==> src/rtl/i2c_tx.sv <==
// i2c_tx: open-drain I2C byte transmitter slaved to an externally driven SCL.
// Define I2C_TX_ARB_LOSS_EN to enable arbitration-loss detection.
module i2c_tx #(
  parameter int unsigned HOLD_CYCLES = 4
) (
  input  logic       clk,
  input  logic       rst,
  input  logic       i2c_sda_o,
  input  logic       i2c_scl_o,
  output logic       i2c_sda_i,
  output logic       i2c_sda_t,
  input  logic [7:0] tx_data,
  input  logic       tx_valid,
  output logic       tx_ready,
  output logic       busy,
  output logic       ack_ok,
  output logic       nack,
  output logic       arb_lost
);

`ifdef I2C_TX_ARB_LOSS_EN
  localparam bit ARB_EN = 1'b1;
`else
  localparam bit ARB_EN = 1'b0;
`endif

  localparam int HW =
    (HOLD_CYCLES < 1) ? 1 : $clog2(HOLD_CYCLES + 1);

  typedef enum logic [1:0] {
    IDLE,
    SHIFT,
    ACK
  } state_t;

  state_t          state_q, state_d;
  logic [7:0]      data_q, data_d;
  logic [3:0]      idx_q, idx_d;
  logic [HW-1:0]   hold_q, hold_d;
  logic            pend_q, pend_d;
  logic            rose_q, rose_d;
  logic            sda_t_q, sda_t_d;
  logic            scl_q;
  logic            rise, fall, step;
  logic [2:0]      bidx;

  assign rise = i2c_scl_o & ~scl_q;
  assign fall = ~i2c_scl_o & scl_q;
  assign bidx = idx_q[2:0] - 3'd1;

  assign i2c_sda_i = 1'b0;
  assign i2c_sda_t = sda_t_q;
  assign busy      = (state_q != IDLE);

  always_ff @(posedge clk) begin
    if (rst) begin
      state_q <= IDLE;
      data_q  <= '0;
      idx_q   <= '0;
      hold_q  <= '0;
      pend_q  <= 1'b0;
      rose_q  <= 1'b0;
      sda_t_q <= 1'b1;
      scl_q   <= 1'b1;
    end else begin
      state_q <= state_d;
      data_q  <= data_d;
      idx_q   <= idx_d;
      hold_q  <= hold_d;
      pend_q  <= pend_d;
      rose_q  <= rose_d;
      sda_t_q <= sda_t_d;
      scl_q   <= i2c_scl_o;
    end
  end

  always_comb begin
    state_d  = state_q;
    data_d   = data_q;
    idx_d    = idx_q;
    hold_d   = hold_q;
    pend_d   = pend_q;
    rose_d   = rose_q;
    sda_t_d  = sda_t_q;
    step     = 1'b0;
    tx_ready = 1'b0;
    ack_ok   = 1'b0;
    nack     = 1'b0;
    arb_lost = 1'b0;
    unique case (state_q)
      IDLE: begin
        tx_ready = 1'b1;
        sda_t_d  = 1'b1;
        rose_d   = 1'b0;
        pend_d   = 1'b0;
        hold_d   = '0;
        if (tx_valid) begin
          data_d  = tx_data;
          idx_d   = 4'd7;
          sda_t_d = tx_data[7];
          state_d = SHIFT;
        end
      end
      SHIFT: begin
        if (rise) rose_d = 1'b1;
        if (fall && rose_q) begin
          rose_d = 1'b0;
          if (HOLD_CYCLES == 0) begin
            step = 1'b1;
          end else begin
            pend_d = 1'b1;
            hold_d = HW'(HOLD_CYCLES);
          end
        end
        if (pend_q) begin
          if (hold_q == HW'(1)) begin
            step   = 1'b1;
            pend_d = 1'b0;
            hold_d = '0;
          end else begin
            hold_d = hold_q - HW'(1);
          end
        end
        // idx counts bits still to drive; 8 means MSB pending after ACK
        if (step) begin
          if (idx_q == 4'd0) begin
            sda_t_d = 1'b1;
            state_d = ACK;
          end else begin
            idx_d   = idx_q - 4'd1;
            sda_t_d = data_q[bidx];
          end
        end
        if (ARB_EN && rise && sda_t_q && !i2c_sda_o) begin
          arb_lost = 1'b1;
          sda_t_d  = 1'b1;
          rose_d   = 1'b0;
          pend_d   = 1'b0;
          hold_d   = '0;
          state_d  = IDLE;
        end
      end
      ACK: begin
        sda_t_d = 1'b1;
        if (rise) begin
          tx_ready = ~i2c_sda_o;
          ack_ok   = ~i2c_sda_o;
          nack     = i2c_sda_o;
          if (!i2c_sda_o && tx_valid) begin
            data_d  = tx_data;
            idx_d   = 4'd8;
            rose_d  = 1'b1;
            state_d = SHIFT;
          end else begin
            state_d = IDLE;
          end
        end
      end
      default: state_d = IDLE;
    endcase
  end

endmodule

==> config.mk <==
export PLATFORM = sky130hd
export DESIGN_NAME = i2c_tx
export DESIGN_NICKNAME = d
export VERILOG_FILES = /design/src/rtl/i2c_tx.sv
export SDC_FILE = /design/constraint.sdc
export NUM_CORES = 1
export LEC_CHECK = 0
export BUFFER_PORTS_ARGS = -buffer_cell sky130_fd_sc_hd__buf_2
export CELL_PAD_IN_SITES_DETAIL_PLACEMENT = 1
export CELL_PAD_IN_SITES_GLOBAL_PLACEMENT = 1
export CORE_AREA = 2 2 63 65
export DETAILED_ROUTE_END_ITERATION = 6
export DIE_AREA = 0 0 65 67
export PLACE_DENSITY = 0.8
export SLEW_MARGIN = 20
export SYNTH_ARGS = -nofsm -noshare
export SYNTH_HDL_FRONTEND = slang
export SYNTH_SLANG_ARGS = --single-unit
==> constraint.sdc <==
create_clock -name clk -period 1.9 [get_ports clk]
set_clock_uncertainty 0.15 [all_clocks]
set_input_delay 0.38 -clock clk [delete_from_list [all_inputs] [get_ports clk]]
set_output_delay 0.38 -clock clk [all_outputs]
set_load 0.01 [all_outputs]
==> impl_metrics.json <==
{
  "status": "finished, final reports clean",
  "number_of_max_cap_violations": 0,
  "final_design_area_no_fill_mm2": 0.00163,
  "synth_top_area_share_pct": 32.2,
  "die_width_um": 65,
  "detailroute.via_count": 1344,
  "synthCells": 161,
  "largest_net_degree_at_the_start_of_global_routing": 25,
  "path_max_fanout": 7,
  "cts_tree": "built",
  "synth.area.top_cells": "sky130_fd_sc_hd__dfxtp_1, sky130_fd_sc_hd__a21oi_1, sky130_fd_sc_hd__ha_1, sky130_fd_sc_hd__o21ai_0, sky130_fd_sc_hd__nand3_1",
  "yosysWarnings": 0,
  "tritoncts.num_buffers": 3,
  "crit_end": "tx_ready",
  "required_ns": 1.37,
  "routedWlPerCell_um": 16.2,
  "dp_hpwl_um": 2830,
  "vdd.ir_drop.worst_v": 0.000348,
  "path_clk_slew_ns": 0.08,
  "cts_max_level": 1,
  "antennaDiodeCount": 0,
  "flops_latches_synth": 21,
  "drcViolationCount": 0,
  "critical_path.reg2reg.startpoint": "idx_q[0]",
  "count_of_port_buffers_added_during_placement": 17,
  "clock_tree.buffer_depth": 2,
  "timing.final.crit_share_pct": 97.1,
  "overflow": 0,
  "r2r.worst_path.cells": 6,
  "top_layer_used": "met4",
  "post-synth-top-area-cell": "sky130_fd_sc_hd__dfxtp_1",
  "dp_area_mm2": 0.00151,
  "cp-start-kind": "register",
  "floorplan.die.height_um": 67,
  "syn2layout_area_growth_pct": 24.5,
  "first_global_vias": 1386,
  "cts_hold_repair.buffers": 0,
  "leading_post_synthesis_cells_by_instance_count": "sky130_fd_sc_hd__dfxtp_1, sky130_fd_sc_hd__a21oi_1, sky130_fd_sc_hd__o21ai_0, sky130_fd_sc_hd__inv_1, sky130_fd_sc_hd__nand3_1",
  "timing.final.max_slew_violations": 0,
  "synth.avg_cell_area_um2": 8.12,
  "layout.cells.non_filler": 237,
  "max_clock_freq_mhz": 542,
  "arrival_ns": 1.31,
  "grt_setup_unrepaired": "true",
  "met2WireLength_um": 2000,
  "timing.hold.worst.class": "input pin to register",
  "layout-drive-gt1-share_pct": 27.5,
  "synth_top_flop_cell": "sky130_fd_sc_hd__dfxtp_1",
  "globalplace.congestion": 0.860,
  "postSynth.asyncResetShare_pct": 0,
  "mappedNetlistArea_mm2": 0.00131,
  "met1_length_um": 1580,
  "crit_type": "register to primary output",
  "crit_start": "state_q[1]",
  "top_level_ports": 20,
  "worstSkewPairLatency_ns": 0.27,
  "global_route_wire_length_before_repair_um": 6560,
  "die_area_mm2": 0.00436,
  "drt-vias-per-instance": 5.67,
  "timing_hold_violations_final": 0,
  "met3_length_um": 155,
  "power.static_leakage_nw": 0.664,
  "layout_min_cycle_time_ns": 1.84,
  "detail_route.iter0.violations": 40,
  "pwr_density_cell_mw_per_mm2": 823,
  "cts_num_sinks": 21,
  "min_from": "i2c_scl_o",
  "regToRegSetupSlack_ns": 0.07,
  "critical_path_endpoint_category": "primary output",
  "core_region_area_mm2": 0.00361,
  "synth-seq-area-share_pct": 32.2,
  "antenna_left": 0,
  "floorplan.initialDensity_pct": 36.3,
  "detail_route.wirelength_um": 3850,
  "groute.usage.overall_pct": 19.6,
  "report.final.setup_viol": 0,
  "post-synth-top-count-cell": "sky130_fd_sc_hd__dfxtp_1",
  "finalNetCount": 210,
  "reg2reg_to": "i2c_sda_t",
  "placedCellCount": 231,
  "ctsRootBufferMaster": "sky130_fd_sc_hd__clkbuf_8",
  "synth.distinct_cells": 49,
  "dr.pass1.iters": 4,
  "antenna_found_initial": 0,
  "num_rows": 22,
  "synth_enable_flop_cells": 0
}
## flip-flops by register name (all words and copies together), names as in the netlist
| name | cells |
|---|---|
| data_q | 8 |
| rose_q | 1 |
| scl_q | 1 |
| pend_q | 1 |
| state_q | 2 |
| i2c_sda_t | 1 |
| idx_q | 4 |
| hold_q | 3 |
## where the power goes
| group | internal (W) | total, W | switching, W | leakage, nW |
|---|---|---|---|---|
| registers | 0.000486 | 0.000521 | 0.0000343 | 0.174 |
| clock network | 0.000150 | 0.000305 | 0.000155 | 0.0228 |
| logic | 0.000241 | 0.000515 | 0.000273 | 0.467 |
| total | 0.000877 | 0.00134 | 0.000463 | 0.664 |
## placed cells by master, fill, tap and decap left out, types with 2 or more instances in the layout
cell and count:
sky130_fd_sc_hd__a21oi_1 19, sky130_fd_sc_hd__dfxtp_1 18, sky130_fd_sc_hd__buf_2 17, sky130_fd_sc_hd__o21ai_0 13, sky130_fd_sc_hd__buf_4 13, sky130_fd_sc_hd__nand3_1 10, sky130_fd_sc_hd__inv_1 9, sky130_fd_sc_hd__nor2_1 9
sky130_fd_sc_hd__nand2_1 8, sky130_fd_sc_hd__nor3_1 5, sky130_fd_sc_hd__nor2b_1 4, sky130_fd_sc_hd__nand3b_1 4, sky130_fd_sc_hd__ha_1 4, sky130_fd_sc_hd__ha_4 3, sky130_fd_sc_hd__clkbuf_8 3, sky130_fd_sc_hd__inv_2 2
sky130_fd_sc_hd__and3b_1 2, sky130_fd_sc_hd__a31oi_1 2, sky130_fd_sc_hd__a21o_1 2, sky130_fd_sc_hd__o21a_1 2, sky130_fd_sc_hd__nand4_1 2, sky130_fd_sc_hd__conb_1 2, sky130_fd_sc_hd__dfxtp_2 2
## final cells by class
type | instances | area [um2]
fillers | 451 | 1980
multi-input cells | 120 | 851
flip-flops and latches | 21 | 427
repair buffers | 31 | 194
well taps | 48 | 60.1
inverters | 13 | 51.3
clock buffers | 4 | 45.0
## layer usage
layer	global-route usage [%]	vias to the layer above
met5	0	-
met4	11.2	0
met3	4.05	13
met2	35.1	39
met1	21.5	651
li1	-	641
## logic make-up (layout without fill, tap and decap cells)
kind of cell	count (synthesis)	count (layout)	synth area share, %
mux	2	2	3.73
xor+xnor	2	2	1.34
flops	21	21	32.2
compound gates	53	53	25.6
fa+ha+maj	7	7	6.70
other cells	1	2	0.287
buf+inv	21	48	6.89
simple gates	54	54	23.4
## critical path, cell delays in order, from the launching register on
cell and delay, ns:
sky130_fd_sc_hd__dfxtp_2 0.36, sky130_fd_sc_hd__inv_2 0.09, sky130_fd_sc_hd__ha_4 0.15, sky130_fd_sc_hd__clkinv_1 0.10, sky130_fd_sc_hd__buf_6 0.15, sky130_fd_sc_hd__o21ai_1 0.06
sky130_fd_sc_hd__buf_2 0.14
## timing repair
action                     4_1_cts  5_1_grt
setup buffers                    0        2
setup endpoints to repair       16        7
resized for setup               10        6
## worst min-delay path by stage
stage	end	slack, ns	cells after the start
6_report	scl_q	0.18	2
2_1_floorplan	data_q[2]	0.30	2
4_1_cts	scl_q	0.18	2
3_5_place_dp	data_q[3]	0.33	2
3_3_place_gp	data_q[2]	0.31	2
5_1_grt	scl_q	0.17	2
## metrics by stage
| stage | worst slack (ns) | hold slack (ns) | setup TNS, ns | total power (W) | util, % |
|---|---|---|---|---|---|
| 3_5_place_dp | -0.0103 | 0.327 | -0.0103 | 0.000986 | 41.7 |
| 5_1_grt | -0.0131 | 0.171 | -0.0235 | 0.00143 | 45.1 |
| 2_1_floorplan | 0.108 | 0.299 | 0 | 0.000819 | - |
| 3_3_place_gp | 0.0645 | 0.311 | 0 | 0.000953 | 41.7 |
| 6_report | 0.0558 | 0.177 | 0 | 0.00134 | 45.1 |
| 4_1_cts | 0.00306 | 0.175 | 0 | 0.00131 | 43.9 |
No activity file was read; power rests on OpenSTA's default activity.
